### config.mk
export PLATFORM = sky130hd
export DESIGN_NAME = operand_buffer_flat
export DESIGN_NICKNAME = d
export VERILOG_FILES = /design/src/rtl/operand_buffer_if.sv /design/src/rtl/operand_buffer.sv /design/src/flat_wrapper.sv
export SDC_FILE = /design/constraint.sdc
export NUM_CORES = 1
export LEC_CHECK = 0
export ABC_CLOCK_PERIOD_IN_PS = 14200
export BUFFER_PORTS_ARGS = -buffer_cell sky130_fd_sc_hd__clkbuf_2
export CELL_PAD_IN_SITES_DETAIL_PLACEMENT = 1
export CELL_PAD_IN_SITES_GLOBAL_PLACEMENT = 1
export CORE_MARGIN = 5
export CORE_UTILIZATION = 54
export CTS_CLUSTER_SIZE = 30
export DETAILED_ROUTE_END_ITERATION = 7
export PLACE_DENSITY_LB_ADDON = 0.15
export SYNTH_ARGS = -nofsm -noshare
export SYNTH_HDL_FRONTEND = slang
export SYNTH_SLANG_ARGS = --single-unit
### constraint.sdc
create_clock -name clk -period 14.2 [get_ports clk]
set_clock_uncertainty 0.05 [all_clocks]
set_input_delay 0 -clock clk [delete_from_list [all_inputs] [get_ports clk]]
set_output_delay 0 -clock clk [all_outputs]
set_load 0.02 [all_outputs]
### src/rtl/operand_buffer_if.sv
// Write/read bus for operand_buffer: write port, fill status, flush controls and NUM_RD read ports.
// master = producer/sequencer side, slave = the buffer itself.
interface operand_buffer_if #(
  parameter int DATA_W = 8,
  parameter int A_DIM  = 4,
  parameter int B_DIM  = 3,
  parameter int NUM_RD = 3
);
  localparam int AW = $clog2(A_DIM * A_DIM);
  localparam int CW = $clog2(A_DIM * A_DIM + B_DIM * B_DIM + 1);

  logic                       clear;
  logic                       wr_valid;
  logic                       wr_ready;
  logic                       wr_sel;
  logic [AW-1:0]              wr_addr;
  logic [DATA_W-1:0]          wr_data;
  logic                       wr_err;
  logic                       full;
  logic [CW-1:0]              fill_count;
  logic                       release_req;
  logic [NUM_RD-1:0]          rd_en;
  logic [NUM_RD*(AW+1)-1:0]   rd_addr;
  logic [NUM_RD*DATA_W-1:0]   rd_data;
  logic [NUM_RD-1:0]          rd_valid;

  modport master (
    output clear, wr_valid, wr_sel, wr_addr, wr_data, release_req, rd_en, rd_addr,
    input  wr_ready, wr_err, full, fill_count, rd_data, rd_valid
  );

  modport slave (
    input  clear, wr_valid, wr_sel, wr_addr, wr_data, release_req, rd_en, rd_addr,
    output wr_ready, wr_err, full, fill_count, rd_data, rd_valid
  );
endinterface

### src/rtl/operand_buffer.sv
// Operand store for the systolic convolution datapath: one A_DIM^2 input matrix, one B_DIM^2 filter,
// fill tracking with a FULL lock, and NUM_RD registered read ports with zero-padded out-of-range reads.
module operand_buffer #(
  parameter int DATA_W = 8,
  parameter int A_DIM  = 4,
  parameter int B_DIM  = 3,
  parameter int NUM_RD = 3
) (
  input logic             clk,
  input logic             rst,
  operand_buffer_if.slave bus
);
  localparam int A_N   = A_DIM * A_DIM;
  localparam int B_N   = B_DIM * B_DIM;
  localparam int TOTAL = A_N + B_N;
  localparam int AW    = $clog2(A_N);
  localparam int CW    = $clog2(TOTAL + 1);

  localparam logic [AW:0]   A_LIM   = (AW+1)'(A_N);
  localparam logic [AW:0]   B_LIM   = (AW+1)'(B_N);
  localparam logic [CW-1:0] TOTAL_C = CW'(TOTAL);

  typedef enum logic [1:0] {EMPTY, FILLING, FULL} state_t;

  state_t              state_q, state_d;
  logic [CW-1:0]       count_q, count_d;
  logic [DATA_W-1:0]   a_mem [A_N];
  logic [DATA_W-1:0]   b_mem [B_N];
  logic [A_N-1:0]      a_valid;
  logic [B_N-1:0]      b_valid;
  logic                err_q;
  logic [NUM_RD*DATA_W-1:0] rd_data_q;
  logic [NUM_RD-1:0]   rd_valid_q;
  logic [DATA_W-1:0]   rd_word [NUM_RD];

  logic wr_ready, wr_in_range, wr_accept, already, new_entry, err_d, flush;

  // Write qualification, fill accounting and state transitions.
  always_comb begin
    wr_ready    = (state_q != FULL);
    wr_in_range = bus.wr_sel ? ({1'b0, bus.wr_addr} < B_LIM)
                             : ({1'b0, bus.wr_addr} < A_LIM);
    wr_accept   = bus.wr_valid && wr_ready && wr_in_range && !bus.clear;
    already     = bus.wr_sel ? b_valid[bus.wr_addr] : a_valid[bus.wr_addr];
    new_entry   = wr_accept && !already;
    err_d       = bus.wr_valid && wr_ready && !wr_in_range && !bus.clear;
    flush       = bus.clear || (bus.release_req && state_q == FULL);

    state_d = state_q;
    count_d = count_q;
    if (flush) begin
      state_d = EMPTY;
      count_d = '0;
    end else if (wr_accept) begin
      count_d = count_q + CW'(new_entry);
      state_d = (count_d == TOTAL_C) ? FULL : FILLING;
    end
  end

  always_ff @(posedge clk or posedge rst) begin
    if (rst) begin
      state_q <= EMPTY;
      count_q <= '0;
      err_q   <= 1'b0;
    end else begin
      state_q <= state_d;
      count_q <= count_d;
      err_q   <= err_d;
    end
  end

  // Storage survives flushes; only the valid bitmaps are cleared.
  always_ff @(posedge clk or posedge rst) begin
    if (rst) begin
      for (int i = 0; i < A_N; i++) a_mem[i] <= '0;
      for (int i = 0; i < B_N; i++) b_mem[i] <= '0;
      a_valid <= '0;
      b_valid <= '0;
    end else if (flush) begin
      a_valid <= '0;
      b_valid <= '0;
    end else if (wr_accept) begin
      if (bus.wr_sel) begin
        b_mem[bus.wr_addr]   <= bus.wr_data;
        b_valid[bus.wr_addr] <= 1'b1;
      end else begin
        a_mem[bus.wr_addr]   <= bus.wr_data;
        a_valid[bus.wr_addr] <= 1'b1;
      end
    end
  end

  always_comb begin
    for (int k = 0; k < NUM_RD; k++) begin
      rd_word[k] = '0;
      if (bus.rd_addr[k*(AW+1)+AW]) begin
        if ({1'b0, bus.rd_addr[k*(AW+1) +: AW]} < B_LIM)
          rd_word[k] = b_mem[bus.rd_addr[k*(AW+1) +: AW]];
      end else if ({1'b0, bus.rd_addr[k*(AW+1) +: AW]} < A_LIM) begin
        rd_word[k] = a_mem[bus.rd_addr[k*(AW+1) +: AW]];
      end
    end
  end

  // Registered read ports; data holds when a port is idle.
  always_ff @(posedge clk or posedge rst) begin
    if (rst) begin
      rd_data_q  <= '0;
      rd_valid_q <= '0;
    end else begin
      rd_valid_q <= bus.rd_en;
      for (int k = 0; k < NUM_RD; k++)
        if (bus.rd_en[k]) rd_data_q[k*DATA_W +: DATA_W] <= rd_word[k];
    end
  end

  assign bus.wr_ready   = wr_ready;
  assign bus.full       = (state_q == FULL);
  assign bus.fill_count = count_q;
  assign bus.wr_err     = err_q;
  assign bus.rd_data    = rd_data_q;
  assign bus.rd_valid   = rd_valid_q;
endmodule
### src/flat_wrapper.sv
// flat-port wrapper written by rule: the top's interface ports become plain ports
module operand_buffer_flat 
#(
  parameter int DATA_W = 8,
  parameter int A_DIM  = 4,
  parameter int B_DIM  = 3,
  parameter int NUM_RD = 3
)
  (clk, rst, bus_clear, bus_wr_valid, bus_wr_sel, bus_wr_addr, bus_wr_data, bus_release_req, bus_rd_en, bus_rd_addr, bus_wr_ready, bus_wr_err, bus_full, bus_fill_count, bus_rd_data, bus_rd_valid);
  operand_buffer_if #(.DATA_W(DATA_W), .A_DIM(A_DIM), .B_DIM(B_DIM), .NUM_RD(NUM_RD)) bus_i ();
  input logic clk;
  input logic rst;
  input wire logic [$bits(bus_i.clear)-1:0] bus_clear;
  input wire logic [$bits(bus_i.wr_valid)-1:0] bus_wr_valid;
  input wire logic [$bits(bus_i.wr_sel)-1:0] bus_wr_sel;
  input wire logic [$bits(bus_i.wr_addr)-1:0] bus_wr_addr;
  input wire logic [$bits(bus_i.wr_data)-1:0] bus_wr_data;
  input wire logic [$bits(bus_i.release_req)-1:0] bus_release_req;
  input wire logic [$bits(bus_i.rd_en)-1:0] bus_rd_en;
  input wire logic [$bits(bus_i.rd_addr)-1:0] bus_rd_addr;
  output wire logic [$bits(bus_i.wr_ready)-1:0] bus_wr_ready;
  output wire logic [$bits(bus_i.wr_err)-1:0] bus_wr_err;
  output wire logic [$bits(bus_i.full)-1:0] bus_full;
  output wire logic [$bits(bus_i.fill_count)-1:0] bus_fill_count;
  output wire logic [$bits(bus_i.rd_data)-1:0] bus_rd_data;
  output wire logic [$bits(bus_i.rd_valid)-1:0] bus_rd_valid;
  assign bus_i.clear = bus_clear;
  assign bus_i.wr_valid = bus_wr_valid;
  assign bus_i.wr_sel = bus_wr_sel;
  assign bus_i.wr_addr = bus_wr_addr;
  assign bus_i.wr_data = bus_wr_data;
  assign bus_i.release_req = bus_release_req;
  assign bus_i.rd_en = bus_rd_en;
  assign bus_i.rd_addr = bus_rd_addr;
  assign bus_wr_ready = bus_i.wr_ready;
  assign bus_wr_err = bus_i.wr_err;
  assign bus_full = bus_i.full;
  assign bus_fill_count = bus_i.fill_count;
  assign bus_rd_data = bus_i.rd_data;
  assign bus_rd_valid = bus_i.rd_valid;
  operand_buffer #(.DATA_W(DATA_W), .A_DIM(A_DIM), .B_DIM(B_DIM), .NUM_RD(NUM_RD)) u_core (.clk(clk), .rst(rst), .bus(bus_i));
endmodule
==> flow_summary.yaml, run 1 <==
status:
  outcome: "finished clean"
floorplanning:
  chipWidth_um: 178
  die_h_um: 178
  coreArea_mm2: 0.0278
  io_pins: 71
  start_util_pct: 54.5
  die_area_mm2: 0.0315
  row_count: 61
synthesis:
  synth_cells: 1090
  netlist_area_mm2: 0.0152
  synth_ff_type: "dfrtp_1"
  synth_warnings: 0
  synth_edf_count: 0
  yosysUniqueCellTypes: 59
  ys_seq_area_share_pct: 42.9
  syn_avg_cell_area_um2: 13.9
  ys_ff_latch: 260
  synth_nets: 1128
  synthArstFlopShare_pct: 100
global_route:
  grt_usage_pct: 30.3
  grt_use_met2_pct: 49.7
  gr-usage-met3_pct: 5.86
  grt_pass1_wl_um: 71900
  grt_max_degree: 138
  grt_pass1_vias: 11300
  grt_overflow_total: 0
  top_usage_layer: "met2"
  antenna_found_initial: 0
  met1_usage_pct: 40.8
timing:
  hold_viol_final: 0
  finalSetupTns_ns: 0
  period_needed_ns: 3.13
  max-slew-margin-rel_pct: 22.4
  setup_viol: 0
  tightest_slew_ns: 1.16
  hold_ws_ns: 0.0176
  max_freq_ghz: 0.320
  drv_slew: 0
  period_share_pct: 22.0
  rsz0062_at_grt: "false"
clock_tree:
  numCtsBuffers: 30
  clock_sinks: 260
  cts_buffer_depth: 3
  cts_root_buf: "clkbuf_16"
  clk_pin_slew_ns: 0.06
  htreeDepth: 1
  tritoncts: "built"
  post_cts_buffers: 0
  clk_latency_ns: 0.56
placement:
  place.gp.congestion: 0.861
  port_buffers: 70
  hpwl_um: 29500
worst_setup_path:
  worstSetupEndpointType: "flop"
  required_ns: 14.59
  path_class: "reg2reg"
  cp-start-kind: "flop"
  cp_max_fo: 5
  cp.arrival_ns: 3.52
finish:
  n_antenna_cell: 0
  num-nets-final: 1173
  mostFrequentLayoutCells: "dfrtp_1, mux2_2, mux4_2"
  area_growth_pct: 10.5
  final_common_cell: "dfrtp_1"
  post_route_cells_drive_above_1_share_pct: 45.7
pwr:
  power_uw: 2070
  vdd_ir_drop_max_mv: 0.0924
  power_density_mw_per_mm2: 124
  cellLeakagePower_uw: 0.00735
routing:
  ant_nets: 0
  dr.pass1.iters: 4
  routed_wl_um: 46700
  drt_iter0_markers: 709
  vias: 10500
  viasPerCell: 6.83
  drc: 0
  wl_per_cell_um: 30.4
job:
  drv_cap: 0
min_path:
  hold_path.class: "in2reg"
-- worst max-delay path, stage by stage (launching register included) --
cell and delay [ns]:
dfrtp_1 0.38, mux4_2 0.47, mux2_2 0.28, nand2_1 0.07
o211ai_1 0.09, a31oi_1 0.21, ha_1 0.24, ha_1 0.25
nand3_1 0.11, xor2_1 0.17, or4_1 0.43, mux2_2 0.28
-- repair_timing --
action,CTS,global route
gates resized for setup,0,0
endpoints found under the hold margin,194,0
setup endpoints to repair,0,0
hold buffers,15,0
-- layout make-up --
type	instances	area, µm²
fillers	2716	11000
multi-input cells	735	8120
well taps	378	473
inverters	12	52.6
clock inverters	13	121
flip-flops and latches	260	6510
repair buffers	96	583
clock buffers	41	883
-- cell usage after synthesis, drive strengths merged (3+ instances only) --
cell     instances  area (µm²)
dfrtp          260        6510
mux2           218        2450
mux4           146        3290
nand2           68         265
buf             51         360
nand3           35         213
nor2b           35         219
mux2i           33         330
nor2            33         181
clkbuf          32         120
a211oi          28         210
a21oi           24         120
nor4            20         125
o21ai           20         100
inv             12        45.1
and3             8        50.1
o21a             8        60.1
o2bb2ai          7        61.3
and2             5        32.5
nand3b           5        37.5
nor3             5        25.0
a31oi            3        18.8
nand2b           3        21.3
nor4b            3        56.3
o211ai           3        22.5
-- metal layers --
| layer | vias to the layer above | wire length (µm) | share of wire [%] |
|---|---|---|---|
| met5 | - | 0 | 0 |
| met4 | 0 | 1940 | 4.2 |
| met3 | 104 | 2960 | 6.3 |
| met2 | 382 | 22800 | 49 |
| met1 | 5692 | 19000 | 41 |
| li1 | 4307 | - | - |
-- power breakdown --
part	switching (µW)	internal [µW]	leakage [µW]	total, µW
clock network	318	468	0.000504	786
registers	85.4	825	0.00345	911
logic	170	202	0.00339	372
total	574	1500	0.00735	2070
-- worst paths after layout --
kind | from | end | slack (ns) | cells past startpoint
max | u_core.a_valid[15] | u_core.state_q[0] | 11.07 | 11
min | bus_wr_addr[2] | u_core.bus.fill_count[2] | 0.02 | 4
min in group asynchronous | rst | u_core.a_mem[119] | 0.16 | 3
max in group asynchronous | rst | u_core.b_mem[32] | 11.74 | 5
min reg2reg | u_core.a_valid[14] | u_core.a_valid[14] | 0.43 | 2
max reg2reg | u_core.a_valid[15] | u_core.state_q[0] | 11.07 | 11
-- per-stage QoR --
stage | worst slack (ns) | utilization [%] | cells | cell area [µm²]
after floorplan | 6.99 | - | 1090 | 15200
after global placement | 11.02 | 56.1 | 1466 | 15600
after detailed placement | 10.96 | 56.1 | 1466 | 15600
after CTS | 11.05 | 60.3 | 1535 | 16700
after global routing | 10.87 | 60.3 | 1535 | 16700
final | 11.07 | 60.3 | 1535 | 16700
-- sequential cells by signal (all words and copies together), names as in the netlist --
name                   flops
u_core.a_mem             128
u_core.b_mem              72
u_core.bus.rd_data        24
u_core.a_valid            16
u_core.b_valid             9
u_core.bus.fill_count      5
u_core.bus.rd_valid        3
u_core.state_q             2
u_core.bus.wr_err          1
-- logic make-up after synthesis --
group                    share of synthesized area, %
buffers and inverters                            3.47
XOR/XNOR                                        0.173
multiplexers                                     40.1
adder cells (fa/ha/maj)                         0.165
AO/OA/AOI/OAI                                    4.69
AND/OR/NAND/NOR                                  8.47
flip-flops                                       42.9
Note: power is estimated with default switching activity, not from simulation.
==> run 2, diff against run 1 <==
ABC_CLOCK_PERIOD_IN_PS = 2900   (was 14200)
CORE_UTILIZATION = 52   (was 54)
clock period = 2.9 ns   (was 14.2 ns; I/O delays follow)
==> run 2 against run 1 <==
Compared with the run above: the run now ends with negative setup slack left; global-route usage is 1.5 points lower; core utilization decreased by 0.81 points; cell area increased by 1.9%; non-clock buffer count increased by 34; critical path depth stayed put; clock power grew to 4.6 times the previous value; largest cell class unchanged; largest power group unchanged.
==> flow_summary.yaml, run 2 (synthesis results as in run 1) <==
status:
  outcome: "finished, violations left"
  violations: "negative setup slack"
finish:
  fillers: 2738
  largest_register_ffs: 128
  postLayoutCellArea_mm2: 0.0171
  mostFrequentLayoutCells: "dfrtp_1, mux2_2, mux4_2"
  final_util_pct: 59.5
  final_common_cell: "dfrtp_1"
  regMostFlops: "u_core.a_mem"
  ff_latch_area_mm2: 0.00651
  multi_input_area_mm2: 0.00818
  post_route_cells_drive_above_1_share_pct: 47.1
  n_antenna_cell: 0
  num-nets-final: 1207
  area_growth_pct: 12.6
floorplanning:
  row_count: 62
  die_h_um: 181
  start_util_pct: 52.8
  io_pins: 71
  coreArea_mm2: 0.0287
  chipWidth_um: 181
  die_area_mm2: 0.0327
min_path:
  hold_path.class: "in2reg"
timing:
  period_share_pct: 108
  max-slew-margin-rel_pct: 42.6
  period_needed_ns: 3.12
  tightest_slew_ns: 0.858
  fin_ws_ns: -0.220
  drv_slew: 0
  rsz0062_at_grt: "true"
  finalSetupTns_ns: -0.252
  setup_viol: 2
  hold_viol_final: 0
  max_freq_ghz: 0.321
clock_tree:
  tritoncts: "built"
  clk_pin_slew_ns: 0.06
  cts_root_buf: "clkbuf_16"
  numCtsBuffers: 30
  htreeDepth: 1
  cts_buffer_depth: 3
  clk_latency_ns: 0.55
  clock_sinks: 260
routing:
  drc: 0
  vias: 10500
  viasPerCell: 6.67
  ant_nets: 0
  routed_wl_um: 47300
  dr.pass1.iters: 5
  wl_per_cell_um: 30.1
  drt_iter0_markers: 802
placement:
  place_area_mm2: 0.0159
  hpwl_um: 31700
  place.gp.congestion: 0.861
  place_ws_ns: -0.180
  port_buffers: 70
worst_setup_path:
  cp-start-kind: "flop"
  cp_max_fo: 3
  path_class: "reg2reg"
  cp_num_buf_inv: 0
  required_ns: 3.29
  cp.arrival_ns: 3.51
  slowest_stage: "mux4_2"
  max_stage_delay_ns: 0.48
  worstSetupEndpointType: "flop"
  path_cells: "mux4_2 -> mux2_4 -> nand2_2 -> o211ai_1 -> a31oi_2 -> ha_2 -> ha_4 -> nand3_4 -> xor2_2 -> or4_4 -> mux2_2"
  cp_top_family: "multiplexers"
pwr:
  power_frac_seq_pct: 44.8
  vdd_ir_drop_max_mv: 0.496
  power_uw: 9950
  p_sw_uw: 2780
  power_density_mw_per_mm2: 583
  power.switching_fraction_pct: 28.0
  cellLeakagePower_uw: 0.00749
  clockPowerShare_pct: 36.2
  p_int_uw: 7170
  combPwrFrac_pct: 18.9
global_route:
  grt_pass1_wl_um: 72100
  grt_pass1_vias: 11200
  grt_overflow_total: 0
  grt_max_degree: 98
  grt_usage_pct: 28.9
  antenna_found_initial: 1
job:
  drv_cap: 0
[run 2: changes by cell type in the layout (fill, tap and decap cells not counted), moves of 2 or more]
cell	delta
buf_4	+27
clkbuf_1	+10
buf_12	+7
clkinv_2	-7
bufinv_16	-2
ha_1	-2
nand2_1	-2
nand2_2	+2
[run 2: final timing paths]
path	slack [ns]	to	start	depth (start not counted)
setup / recovery	-0.22	u_core.state_q[0]	u_core.a_valid[15]	11
hold / removal	0.03	u_core.bus.fill_count[2]	bus_wr_addr[2]	4
setup reg to reg	-0.22	u_core.state_q[0]	u_core.a_valid[15]	11
hold reg to reg	0.42	u_core.a_valid[12]	u_core.a_valid[12]	2
max in group asynchronous	1.25	u_core.b_mem[61]	rst	5
min in group asynchronous	0.53	u_core.a_mem[71]	rst	4
[run 2: layer usage]
metal / up-vias / global-route usage (%) / wire length, µm / part of all wire, %
li1: 4392 / - / - / -
met1: 5646 / 39.8 / 19500 / 41
met2: 384 / 47.1 / 23200 / 49
met3: 75 / 5.53 / 3190 / 6.7
met4: 0 / 8.59 / 1450 / 3.1
met5: - / 0 / 0 / 0
[run 2: timing repair]
action / 4_1_cts / 5_1_grt
hold buffers: 15 / 0
buffers inserted: 0 / 2
gates resized for setup: 3 / 9
endpoints found under the hold margin: 294 / 0
pin swaps: 2 / 2
setup endpoints to repair: 2 / 2
[run 2: layout make-up]
| cell class | instances | area share (%) |
|---|---|---|
| multi-input combinational | 735 | 47.9 |
| inverter | 12 | 0.286 |
| sequential | 260 | 38.1 |
| clock inverter | 3 | 0.110 |
| timing repair buffer | 130 | 5.43 |
| clock buffer | 50 | 5.32 |
| tap | 384 | 2.82 |
[run 2: power groups by stage]
stage          sequential [µW]  clock [µW]  combinational (µW)
2_1_floorplan             4400           0                1350
3_3_place_gp              4450           0                1810
3_5_place_dp              4500           0                1860
4_1_cts                   4440        3660                1890
5_1_grt                   4510        3830                2000
6_report                  4460        3600                1880
[run 2: through the flow]
step	instances	hold slack (ns)
after floorplan	1090	-0.0186
after global placement	1504	-0.0191
after detailed placement	1504	-0.0149
after CTS	1572	0.00577
after global routing	1574	0.0892
final	1574	0.0345
[run 2: worst min-delay path, stage by stage]
cell,delay (ns)
clkbuf_2,0.27
o311ai_2,0.15
nand3_1,0.11
mux2i_1,0.06
==> run 3, diff against run 2 <==
--- a/config.mk
+++ b/config.mk
@@ -19 +19,2 @@
 export SYNTH_SLANG_ARGS = --single-unit
+export TNS_END_PERCENT = 1
==> constraint.sdc (replaced) <==
create_clock -name clk -period 2.9 [get_ports clk]
set_clock_uncertainty 0.05 [all_clocks]
set_input_delay 0.435 -clock clk [delete_from_list [all_inputs] [get_ports clk]]
set_output_delay 0.435 -clock clk [all_outputs]
set_load 0.02 [all_outputs]
==> run 3 against run 2 <==
Compared with the run above: the flow still finishes with violations (negative setup slack); count of clock-buffer cells in the layout down 4; maximum frequency up 3.6%; clock power up 4%; worst setup slack better by 0.11 ns; critical endpoint unchanged; highest routed layer unchanged.
==> flow_summary.yaml, run 3 (synthesis results as in run 1) <==
floorplanning:
  chipWidth_um: 181
  row_count: 62
  coreArea_mm2: 0.0287
  start_util_pct: 52.8
  die_area_mm2: 0.0327
  io_pins: 71
  die_h_um: 181
clock_tree:
  cts_buffer_depth: 3
  clock_sinks: 260
  numCtsBuffers: 30
  clk_pin_slew_ns: 0.06
  htreeDepth: 1
  tritoncts: "built"
  cts_root_buf: "clkbuf_16"
  clk_latency_ns: 0.56
timing:
  period_needed_ns: 3.01
  drv_slew: 0
  tightest_slew_ns: 0.771
  setup_viol: 1
  fin_ws_ns: -0.112
  max-slew-margin-rel_pct: 48.5
  period_share_pct: 104
  hold_viol_final: 0
  rsz0062_at_grt: "true"
  max_freq_ghz: 0.332
pwr:
  power.switching_fraction_pct: 27.8
  power_frac_seq_pct: 44.2
  p_sw_uw: 2810
  power_uw: 10100
  power_density_mw_per_mm2: 587
  combPwrFrac_pct: 18.7
  cellLeakagePower_uw: 0.00765
  clockPowerShare_pct: 37.1
  p_int_uw: 7310
  vdd_ir_drop_max_mv: 0.498
min_path:
  hold_path.class: "in2reg"
global_route:
  grt_overflow_total: 0
  grt_usage_pct: 29.2
  antenna_found_initial: 0
  grt_pass1_wl_um: 73700
  grt_pass1_vias: 11700
  grt_max_degree: 75
job:
  drv_cap: 0
finish:
  final_common_cell: "dfrtp_1"
  num-nets-final: 1227
  post_route_cells_drive_above_1_share_pct: 49.5
  regMostFlops: "u_core.a_mem"
  area_growth_pct: 13.8
  mostFrequentLayoutCells: "dfrtp_1, mux2_2, mux4_2"
  fillers: 2787
  largest_register_ffs: 128
routing:
  drt_iter0_markers: 918
  routed_wl_um: 47400
  wl_per_cell_um: 29.7
  vias: 10600
  ant_nets: 0
  viasPerCell: 6.67
  drc: 0
  dr.pass1.iters: 5
status:
  outcome: "finished, violations left"
  violations: "negative setup slack"
placement:
  port_buffers: 70
  place.gp.congestion: 0.854
  hpwl_um: 32800
  place_ws_ns: -0.462
worst_setup_path:
  reg2reg_setup_slack_ns: -0.11
  cp.arrival_ns: 3.40
  worstSetupEndpointType: "flop"
  cp_max_fo: 3
  required_ns: 3.29
  cp-start-kind: "flop"
  path_class: "reg2reg"
run 3: cell types whose count changed in the layout (fill, tap and decap cells not counted), sizes merged:
cell,previous run,this run
buf,48,82
dlygate4sd3,15,1
clkinv,3,8
clkbuf,117,113
bufinv,0,1
diode,0,1
run 3: worst paths after layout:
check                                   startpoint                      to  cells after the start
worst min-delay path                  bus_rd_en[0]  u_core.bus.rd_valid[0]                      1
min in group asynchronous                      rst       u_core.a_mem[103]                      3
worst min register to register  u_core.a_valid[10]      u_core.a_valid[10]                      2
worst max-delay path             u_core.a_valid[2]       u_core.state_q[0]                     11
max in group asynchronous                      rst       u_core.a_mem[112]                      4
worst max register to register   u_core.a_valid[2]       u_core.state_q[0]                     11
run 3: metrics by stage:
stage               instances  setup TNS, ns  utilization (%)  cell area [µm²]  hold slack (ns)
finish                   1597         -0.112             60.1            17200            0.199
global route             1596         -0.413             60.1            17200            0.176
CTS                      1595         -0.175             60.0            17200            0.153
detailed placement       1538         -0.781             56.4            16200            0.409
global placement         1538         -0.655             56.4            16200            0.408
floorplan                1090        -263.64                -            15200            0.392
run 3: power by group through the flow:
stage | clock (µW) | combinational (µW) | sequential, µW
2_1_floorplan | 0 | 1350 | 4400
3_3_place_gp | 0 | 1820 | 4460
3_5_place_dp | 0 | 1880 | 4510
4_1_cts | 3820 | 1900 | 4450
5_1_grt | 3970 | 2020 | 4520
6_report | 3750 | 1890 | 4470
run 3: area by class of cell:
cell class                      instances  area (µm²)  area share, %
Multi-Input combinational cell        735        8160           47.3
Sequential cell                       260        6510           37.7
Timing Repair Buffer                  150        1070           6.18
Clock buffer                           46         912           5.29
Tap cell                              384         480           2.79
Clock inverter                          9        70.1          0.406
Inverter                               12        48.8          0.283
Antenna cell                            1        2.50         0.0145
run 3: per-layer routing:
layer  track usage (%)  wire length (µm)  vias to the layer above
met5                 0                 0                        -
met4              10.9              1950                        0
met3              4.85              3140                      112
met2              48.0             23200                      432
met1              39.6             19000                     5666
li1                  -                 -                     4438
run 3: worst max-delay path, cell delays in order, from the launching register on:
cell,delay [ns]
dfrtp_1,0.39
mux4_2,0.46
mux2_4,0.29
nand2_1,0.07
o211ai_1,0.10
a31oi_1,0.20
ha_2,0.25
ha_4,0.15
nand3_2,0.07
xor2_1,0.16
or4_4,0.42
mux2_2,0.27
run 3: repair_timing:
action / 4_1_cts / 5_1_grt
endpoints found under the hold margin: 11 / 0
resized for setup: 4 / 4
pin swaps: 2 / 2
setup buffers: 1 / 1
hold buffers: 1 / 0
setup endpoints to repair: 2 / 2
cloned: 0 / 0
